File: config.mk
export PLATFORM = sky130hd
export DESIGN_NAME = branch_predictor
export DESIGN_NICKNAME = d
export VERILOG_FILES = /design/src/rtl/branch_predictor.sv
export SDC_FILE = /design/constraint.sdc
export NUM_CORES = 1
export LEC_CHECK = 0
export BUFFER_PORTS_ARGS = -buffer_cell sky130_fd_sc_hd__buf_2
export CAP_MARGIN = 40
export CORE_UTILIZATION = 55
export CTS_CLUSTER_DIAMETER = 150
export DETAILED_ROUTE_END_ITERATION = 10
export PLACE_DENSITY = 0.72
export SLEW_MARGIN = 20
export SYNTH_ARGS = -nofsm -noshare
export SYNTH_HDL_FRONTEND = slang
export SYNTH_SLANG_ARGS = --single-unit
export TNS_END_PERCENT = 1
File: constraint.sdc
create_clock -name clk -period 3.8 [get_ports clk]
set_clock_uncertainty 0.15 [all_clocks]
set_input_delay 0.76 -clock clk [delete_from_list [all_inputs] [get_ports clk]]
set_output_delay 0.76 -clock clk [all_outputs]
set_load 0.03 [all_outputs]
File: src/rtl/branch_predictor.sv
// Dynamic branch predictor with a direct-mapped branch target buffer.
//
// The fetch side looks up if_pc and gets a same-cycle prediction
// (pred_taken / pred_pc). The execute side reports every resolved branch
// or jump. The block then flags a misprediction, supplies the correct next
// PC and trains its tables on the rising edge. Two saturating performance
// counters track resolved branches and mispredictions.
//
// Ports:
//   clk, reset        clock; synchronous active-high reset
//   if_pc             PC being fetched
//   pred_taken        predicted taken for if_pc
//   pred_pc           predicted next PC (target when taken, else if_pc+4)
//   upd_valid         a branch/jump resolves this cycle
//   upd_pc            PC of the resolving instruction
//   upd_is_jump       instruction is jal/jalr
//   upd_taken         actual direction
//   upd_target        actual target
//   upd_pred_taken    prediction carried with the instruction
//   upd_pred_pc       predicted next PC carried with the instruction
//   mispredict        flush request (same cycle as upd_valid)
//   redirect_pc       correct next PC; 0 when no update is active
//   perf_branches     saturating count of resolved branches
//   perf_mispredicts  saturating count of mispredictions
module branch_predictor #(
    parameter int PC_W    = 9,
    parameter int ENTRIES = 16,
    parameter int CTR_W   = 2,
    parameter int PERF_W  = 16
) (
    input  logic              clk,
    input  logic              reset,
    input  logic [PC_W-1:0]   if_pc,
    output logic              pred_taken,
    output logic [PC_W-1:0]   pred_pc,
    input  logic              upd_valid,
    input  logic [PC_W-1:0]   upd_pc,
    input  logic              upd_is_jump,
    input  logic              upd_taken,
    input  logic [PC_W-1:0]   upd_target,
    input  logic              upd_pred_taken,
    input  logic [PC_W-1:0]   upd_pred_pc,
    output logic              mispredict,
    output logic [PC_W-1:0]   redirect_pc,
    output logic [PERF_W-1:0] perf_branches,
    output logic [PERF_W-1:0] perf_mispredicts
);

    localparam int IDX_W = $clog2(ENTRIES);
    localparam int TAG_W = PC_W - 2 - IDX_W;

    localparam logic [PC_W-1:0]   PC_STEP  = PC_W'(3'd4);
    localparam logic [CTR_W-1:0]  CTR_ONE  = CTR_W'(1'b1);
    localparam logic [CTR_W-1:0]  CTR_MAX  = '1;
    localparam logic [CTR_W-1:0]  CTR_WT   = CTR_ONE << (CTR_W - 1);
    localparam logic [CTR_W-1:0]  CTR_WNT  = CTR_WT - CTR_ONE;
    localparam logic [PERF_W-1:0] PERF_ONE = PERF_W'(1'b1);
    localparam logic [PERF_W-1:0] PERF_MAX = '1;

    // Saturating direction-counter increment.
    function automatic logic [CTR_W-1:0] ctr_inc(input logic [CTR_W-1:0] c);
        if (c == CTR_MAX) return c;
        else return c + CTR_ONE;
    endfunction

    // Saturating direction-counter decrement.
    function automatic logic [CTR_W-1:0] ctr_dec(input logic [CTR_W-1:0] c);
        if (c == '0) return c;
        else return c - CTR_ONE;
    endfunction

    // Saturating performance-counter increment (never wraps).
    function automatic logic [PERF_W-1:0] perf_inc(input logic [PERF_W-1:0] c);
        if (c == PERF_MAX) return c;
        else return c + PERF_ONE;
    endfunction

    logic             valid_r  [ENTRIES];
    logic [TAG_W-1:0] tag_r    [ENTRIES];
    logic [PC_W-1:0]  target_r [ENTRIES];
    logic             jump_r   [ENTRIES];
    logic [CTR_W-1:0] ctr_r    [ENTRIES];

    logic [PERF_W-1:0] perf_branches_r;
    logic [PERF_W-1:0] perf_mispredicts_r;

    logic [IDX_W-1:0] if_idx_s;
    logic [TAG_W-1:0] if_tag_s;
    logic [IDX_W-1:0] upd_idx_s;
    logic [TAG_W-1:0] upd_tag_s;
    logic             if_hit_s;
    logic             upd_hit_s;
    logic             pred_taken_s;
    logic [PC_W-1:0]  pred_pc_s;
    logic             upd_active_s;
    logic [PC_W-1:0]  actual_next_s;
    logic             mispredict_s;
    logic [PC_W-1:0]  redirect_pc_s;

    // Direction is already encoded in upd_pred_pc; the flag is carried only
    // for pipeline visibility and does not affect the comparison.
    logic unused_pred_taken_s;
    assign unused_pred_taken_s = upd_pred_taken;

    assign if_idx_s  = if_pc[IDX_W+1:2];
    assign if_tag_s  = if_pc[PC_W-1:IDX_W+2];
    assign upd_idx_s = upd_pc[IDX_W+1:2];
    assign upd_tag_s = upd_pc[PC_W-1:IDX_W+2];
    assign upd_active_s = upd_valid & ~reset;

    // Fetch-side lookup: reads the flops directly, so a same-cycle update
    // becomes visible only from the next cycle.
    always_comb begin
        if_hit_s     = valid_r[if_idx_s] && (tag_r[if_idx_s] == if_tag_s);
        pred_taken_s = 1'b0;
        pred_pc_s    = if_pc + PC_STEP;
        if (reset) begin
            pred_taken_s = 1'b0;
        end else begin
            pred_taken_s = if_hit_s && (jump_r[if_idx_s] || ctr_r[if_idx_s][CTR_W-1]);
        end
        if (pred_taken_s) begin
            pred_pc_s = target_r[if_idx_s];
        end else begin
            pred_pc_s = if_pc + PC_STEP;
        end
    end

    // Resolution: compare the true next PC with what fetch followed.
    always_comb begin
        upd_hit_s     = valid_r[upd_idx_s] && (tag_r[upd_idx_s] == upd_tag_s);
        actual_next_s = upd_pc + PC_STEP;
        mispredict_s  = 1'b0;
        redirect_pc_s = '0;
        if (upd_taken) begin
            actual_next_s = upd_target;
        end else begin
            actual_next_s = upd_pc + PC_STEP;
        end
        if (upd_active_s) begin
            mispredict_s  = (actual_next_s != upd_pred_pc);
            redirect_pc_s = actual_next_s;
        end else begin
            mispredict_s  = 1'b0;
            redirect_pc_s = '0;
        end
    end

    // Table training: hits adjust the counter, taken misses allocate.
    always_ff @(posedge clk) begin
        if (reset) begin
            for (int i = 0; i < ENTRIES; i++) begin
                valid_r[i]  <= 1'b0;
                tag_r[i]    <= '0;
                target_r[i] <= '0;
                jump_r[i]   <= 1'b0;
                ctr_r[i]    <= CTR_WNT;
            end
        end else if (upd_valid) begin
            if (upd_hit_s) begin
                if (upd_taken) begin
                    ctr_r[upd_idx_s]    <= ctr_inc(ctr_r[upd_idx_s]);
                    target_r[upd_idx_s] <= upd_target;
                    jump_r[upd_idx_s]   <= upd_is_jump;
                end else begin
                    ctr_r[upd_idx_s] <= ctr_dec(ctr_r[upd_idx_s]);
                end
            end else if (upd_taken) begin
                valid_r[upd_idx_s]  <= 1'b1;
                tag_r[upd_idx_s]    <= upd_tag_s;
                target_r[upd_idx_s] <= upd_target;
                jump_r[upd_idx_s]   <= upd_is_jump;
                ctr_r[upd_idx_s]    <= CTR_WT;
            end
        end
    end

    // Performance counters.
    always_ff @(posedge clk) begin
        if (reset) begin
            perf_branches_r    <= '0;
            perf_mispredicts_r <= '0;
        end else begin
            if (upd_valid) begin
                perf_branches_r <= perf_inc(perf_branches_r);
            end
            if (mispredict_s) begin
                perf_mispredicts_r <= perf_inc(perf_mispredicts_r);
            end
        end
    end

    assign pred_taken       = pred_taken_s;
    assign pred_pc          = pred_pc_s;
    assign mispredict       = mispredict_s;
    assign redirect_pc      = redirect_pc_s;
    assign perf_branches    = perf_branches_r;
    assign perf_mispredicts = perf_mispredicts_r;

endmodule

==> results by group <==
Floorplan
  – Die Width: 165.2 um
  – Starting Density: 56.21%
  – Cell Rows: 59
  – Die height: 165.2 um
  – IO Pins: 94
  – Die footprint: 0.02729 mm2
  – Core area: 0.02606 mm2

Pwr
  – Overall power: 7.397 mW
  – Leakage power: 6.612 nW
  – Max VDD drop: 0.2978 mV
  – Pwr Density: 432.6 mW/mm2

Logic synthesis
  – Netlist cell types: 57
  – Top FF cell, synth: edfxtp_1
  – Area leader, netlist: edfxtp_1
  – Post-synth EDFFs: 240
  – Yosys reg bits: 288
  – YS warnings: 0
  – Mapped Nets: 1164
  – FFs w/ async S/R, synth: 0%
  – Sequential-to-total area share from yosys stat: 55.77%
  – Cell count after synthesis: 1115
  – Post-synth top area share: 49.21%
  – Syn avg cell area: 13.14 um2
  – Post-synthesis cell area: 0.01465 mm2
  – Synth top area cells: edfxtp_1 (49%), mux4_2 (13%), dfxtp_1 (6.6%), and2_1 (5.3%), and3_1 (4.0%)

Timing
  – Setup Total Neg Slack: -1969 ps
  – Slew Limit Fails: 0
  – Max Clk Rate: 248.5 MHz
  – Final Hold Viols: 0
  – Final worst slack: -223.6 ps
  – Hold slack final: 333.7 ps
  – Slew at the pin closest to its max-slew limit: 885.1 ps
  – Crit path time final: 4024 ps
  – Period utilization: 105.9%
  – Final setup fails: 10
  – RSZ-0062 raised after global routing: yes
  – Rel. slew slack: 40.78%

Hold path
  – Hold_sp: valid_r[1]$_DFF_P_
  – Hold path cells: 1
  – Hold Crit Class: reg -> reg
  – Worst Hold End: valid_r[1]$_DFF_P_

Detailed routing
  – WL per Instance: 23.55 um
  – Vias/cell: 6.374
  – Initial DRC count: 977
  – Drt total wl: 37490 um
  – Vias: 10147
  – DRC: 0
  – Drt first pass iters: 5
  – Routed Antenna Nets: 0

Final layout
  – Share of layout cells above drive strength 1: 30.23%
  – Diode count: 0
  – Design area: 0.01710 mm2
  – Fin nets: 1283
  – Commonest non-fill, non-tap cell in the layout: edfxtp_1
  – Area Growth Syn to Fin: 16.75%
  – Commonest cells after routing, fill and taps aside: edfxtp_1 (240), and2_1 (124), buf_4 (95)

Clocking
  – Max Buffers Root-to-Sink: 3
  – Reg clk slew, reported paths: 70 ps
  – CTS hold repair buffers: 0
  – Worst skew pair latency: 560 ps
  – Root Buffer Master: clkbuf_16
  – TritonCTS clock tree: built
  – Num CTS Buffers: 30
  – # H-tree levels: 1
  – Sink Count: 288

Setup path
  – Max FO, Critical Path: 5
  – Crit path largest cell delay: 510 ps
  – Critical Path Start Type: flop
  – Crit end category: primary output
  – WS Path Type: reg -> out
  – Worst EP required: 2890 ps
  – Worst path arrival time: 3110 ps
  – Reg2reg start: tag_r[6][2]$_SDFFCE_PN0P_
  – Critical R2R Capture: ctr_r[2][0]$_SDFFCE_PN1P_
  – Max stage delay cell, worst path: mux4_2
  – Worst Reg-to-Reg Cells: 9
  – R2R setup slack: 490 ps
  – Crit path cell chain: mux4_2, mux4_2, xnor2_2, nand3_2, nor3_4, buf_6, mux2_4, buf_6

GRT
  – GR Overflow Total: 0
  – GRT Overall Usage: 28.11%
  – Met3 usage: 4.945%
  – GR Util met1: 42.21%
  – Vias in the first global route: 9454
  – Initial antenna violation count: 1
  – Global-route wire length before repair: 56880 um
  – Pin count of the biggest net entering global routing: 62
  – Met2 Track Usage GR: 42.94%
  – GRT Max-Usage Layer: met2

Place
  – Input/output buffers: 92
  – Placed cell area: 0.01595 mm2
  – RePlAce Congestion: 0.9106
  – DP Worst Slack: -383.2 ps
  – Hpwl dp: 26240 um

Run status
  – Status: finished with violations
  – Failing checks: setup timing

Run
  – Max-Cap Viols: 0
## cell usage after synthesis, drive strengths merged (4+ instances only)
cell and count:
and4 19, or4 8, mux4 89, nand4 23, or3 5, xnor2 12
nor3 21, and2 125, ha 7, a31o 16, buf 24, clkbuf 84
o211ai 14, and3 94, edfxtp 240, mux2i 9, nand3 26, or2 20
nor2 47, nand2 29, a22oi 6, a21o 17, mux2 9, o31ai 7
o21a 4, a21oi 15, xor2 17, inv 12, dfxtp 48, nor2b 4
o21ai 38
## worst max-delay path: cells and delay by family (launching register included)
family / cells / cell delay (ps)
multiplexers: 3 / 1300
flip-flops: 1 / 410
XOR/XNOR: 1 / 190
AND/OR/NAND/NOR: 2 / 340
buffers and inverters: 2 / 320
## state kept, by name, summed over array words and instances (netlist names)
name	flops
ctr_r	32
jump_r	16
perf_branches	16
perf_mispredicts	16
tag_r	48
target_r	144
valid_r	16
## routing by layer
metal / vias up / routed length [um]
li1: 4509 / -
met2: 489 / 17370
met3: 63 / 3437
met5: - / 11
met4: 2 / 702
met1: 5084 / 15970
## worst max path at each step
stage	cells after the start	startpoint	to	slack [ps]
finish	8	tag_r[14][0]$_SDFFCE_PN0P_	pred_pc[1]	-220
global route	8	tag_r[2][0]$_SDFFCE_PN0P_	pred_pc[1]	-320
floorplan	7	if_pc[2]	pred_pc[2]	-380
CTS	9	tag_r[6][2]$_SDFFCE_PN0P_	pred_pc[6]	-280
global placement	9	if_pc[2]	pred_pc[1]	-350
detailed placement	9	if_pc[2]	pred_pc[1]	-380
## layout make-up
type,instances,area (um2)
clock inverter,20,236.5
tap,335,419.2
inverter,13,48.80
multi-input combinational,706,6051
timing repair buffer,195,1398
clock buffer,35,779.5
fill,1914,8959
sequential,288,8168
## metrics by stage
step,util [%],std cells
floorplan,-,1115
global placement,61.19,1532
detailed placement,61.21,1533
CTS,65.46,1592
global route,65.62,1592
finish,65.62,1592
## logic make-up (layout without fill, tap and decap cells)
group	Yosys count	count (layout)	share of synthesized area, %
flops	288	288	55.77
xor+xnor	29	29	1.734
fa+ha+maj	7	7	0.5980
mux	107	107	15.07
compound gates	133	133	6.176
buf+inv	121	263	3.468
simple gates	430	430	17.19
## report_power, final
group          switching [mW]  total (mW)  leakage (nW)  internal, mW
combinational           0.430       0.765          3.47         0.335
sequential             0.0611        3.61          2.64          3.55
clock                    1.22        3.02         0.499          1.80
total                    1.71        7.40          6.61          5.69
## repair_timing
| action | in CTS | in global routing |
|---|---|---|
| gates cloned | 1 | 0 |
| gates resized for setup | 14 | 22 |
| endpoints found under the hold margin | 0 | 0 |
| pin swaps | 1 | 3 |
| endpoints found under the setup margin | 11 | 11 |
| setup buffers | 3 | 0 |
No activity file was read; power rests on OpenSTA's default activity.
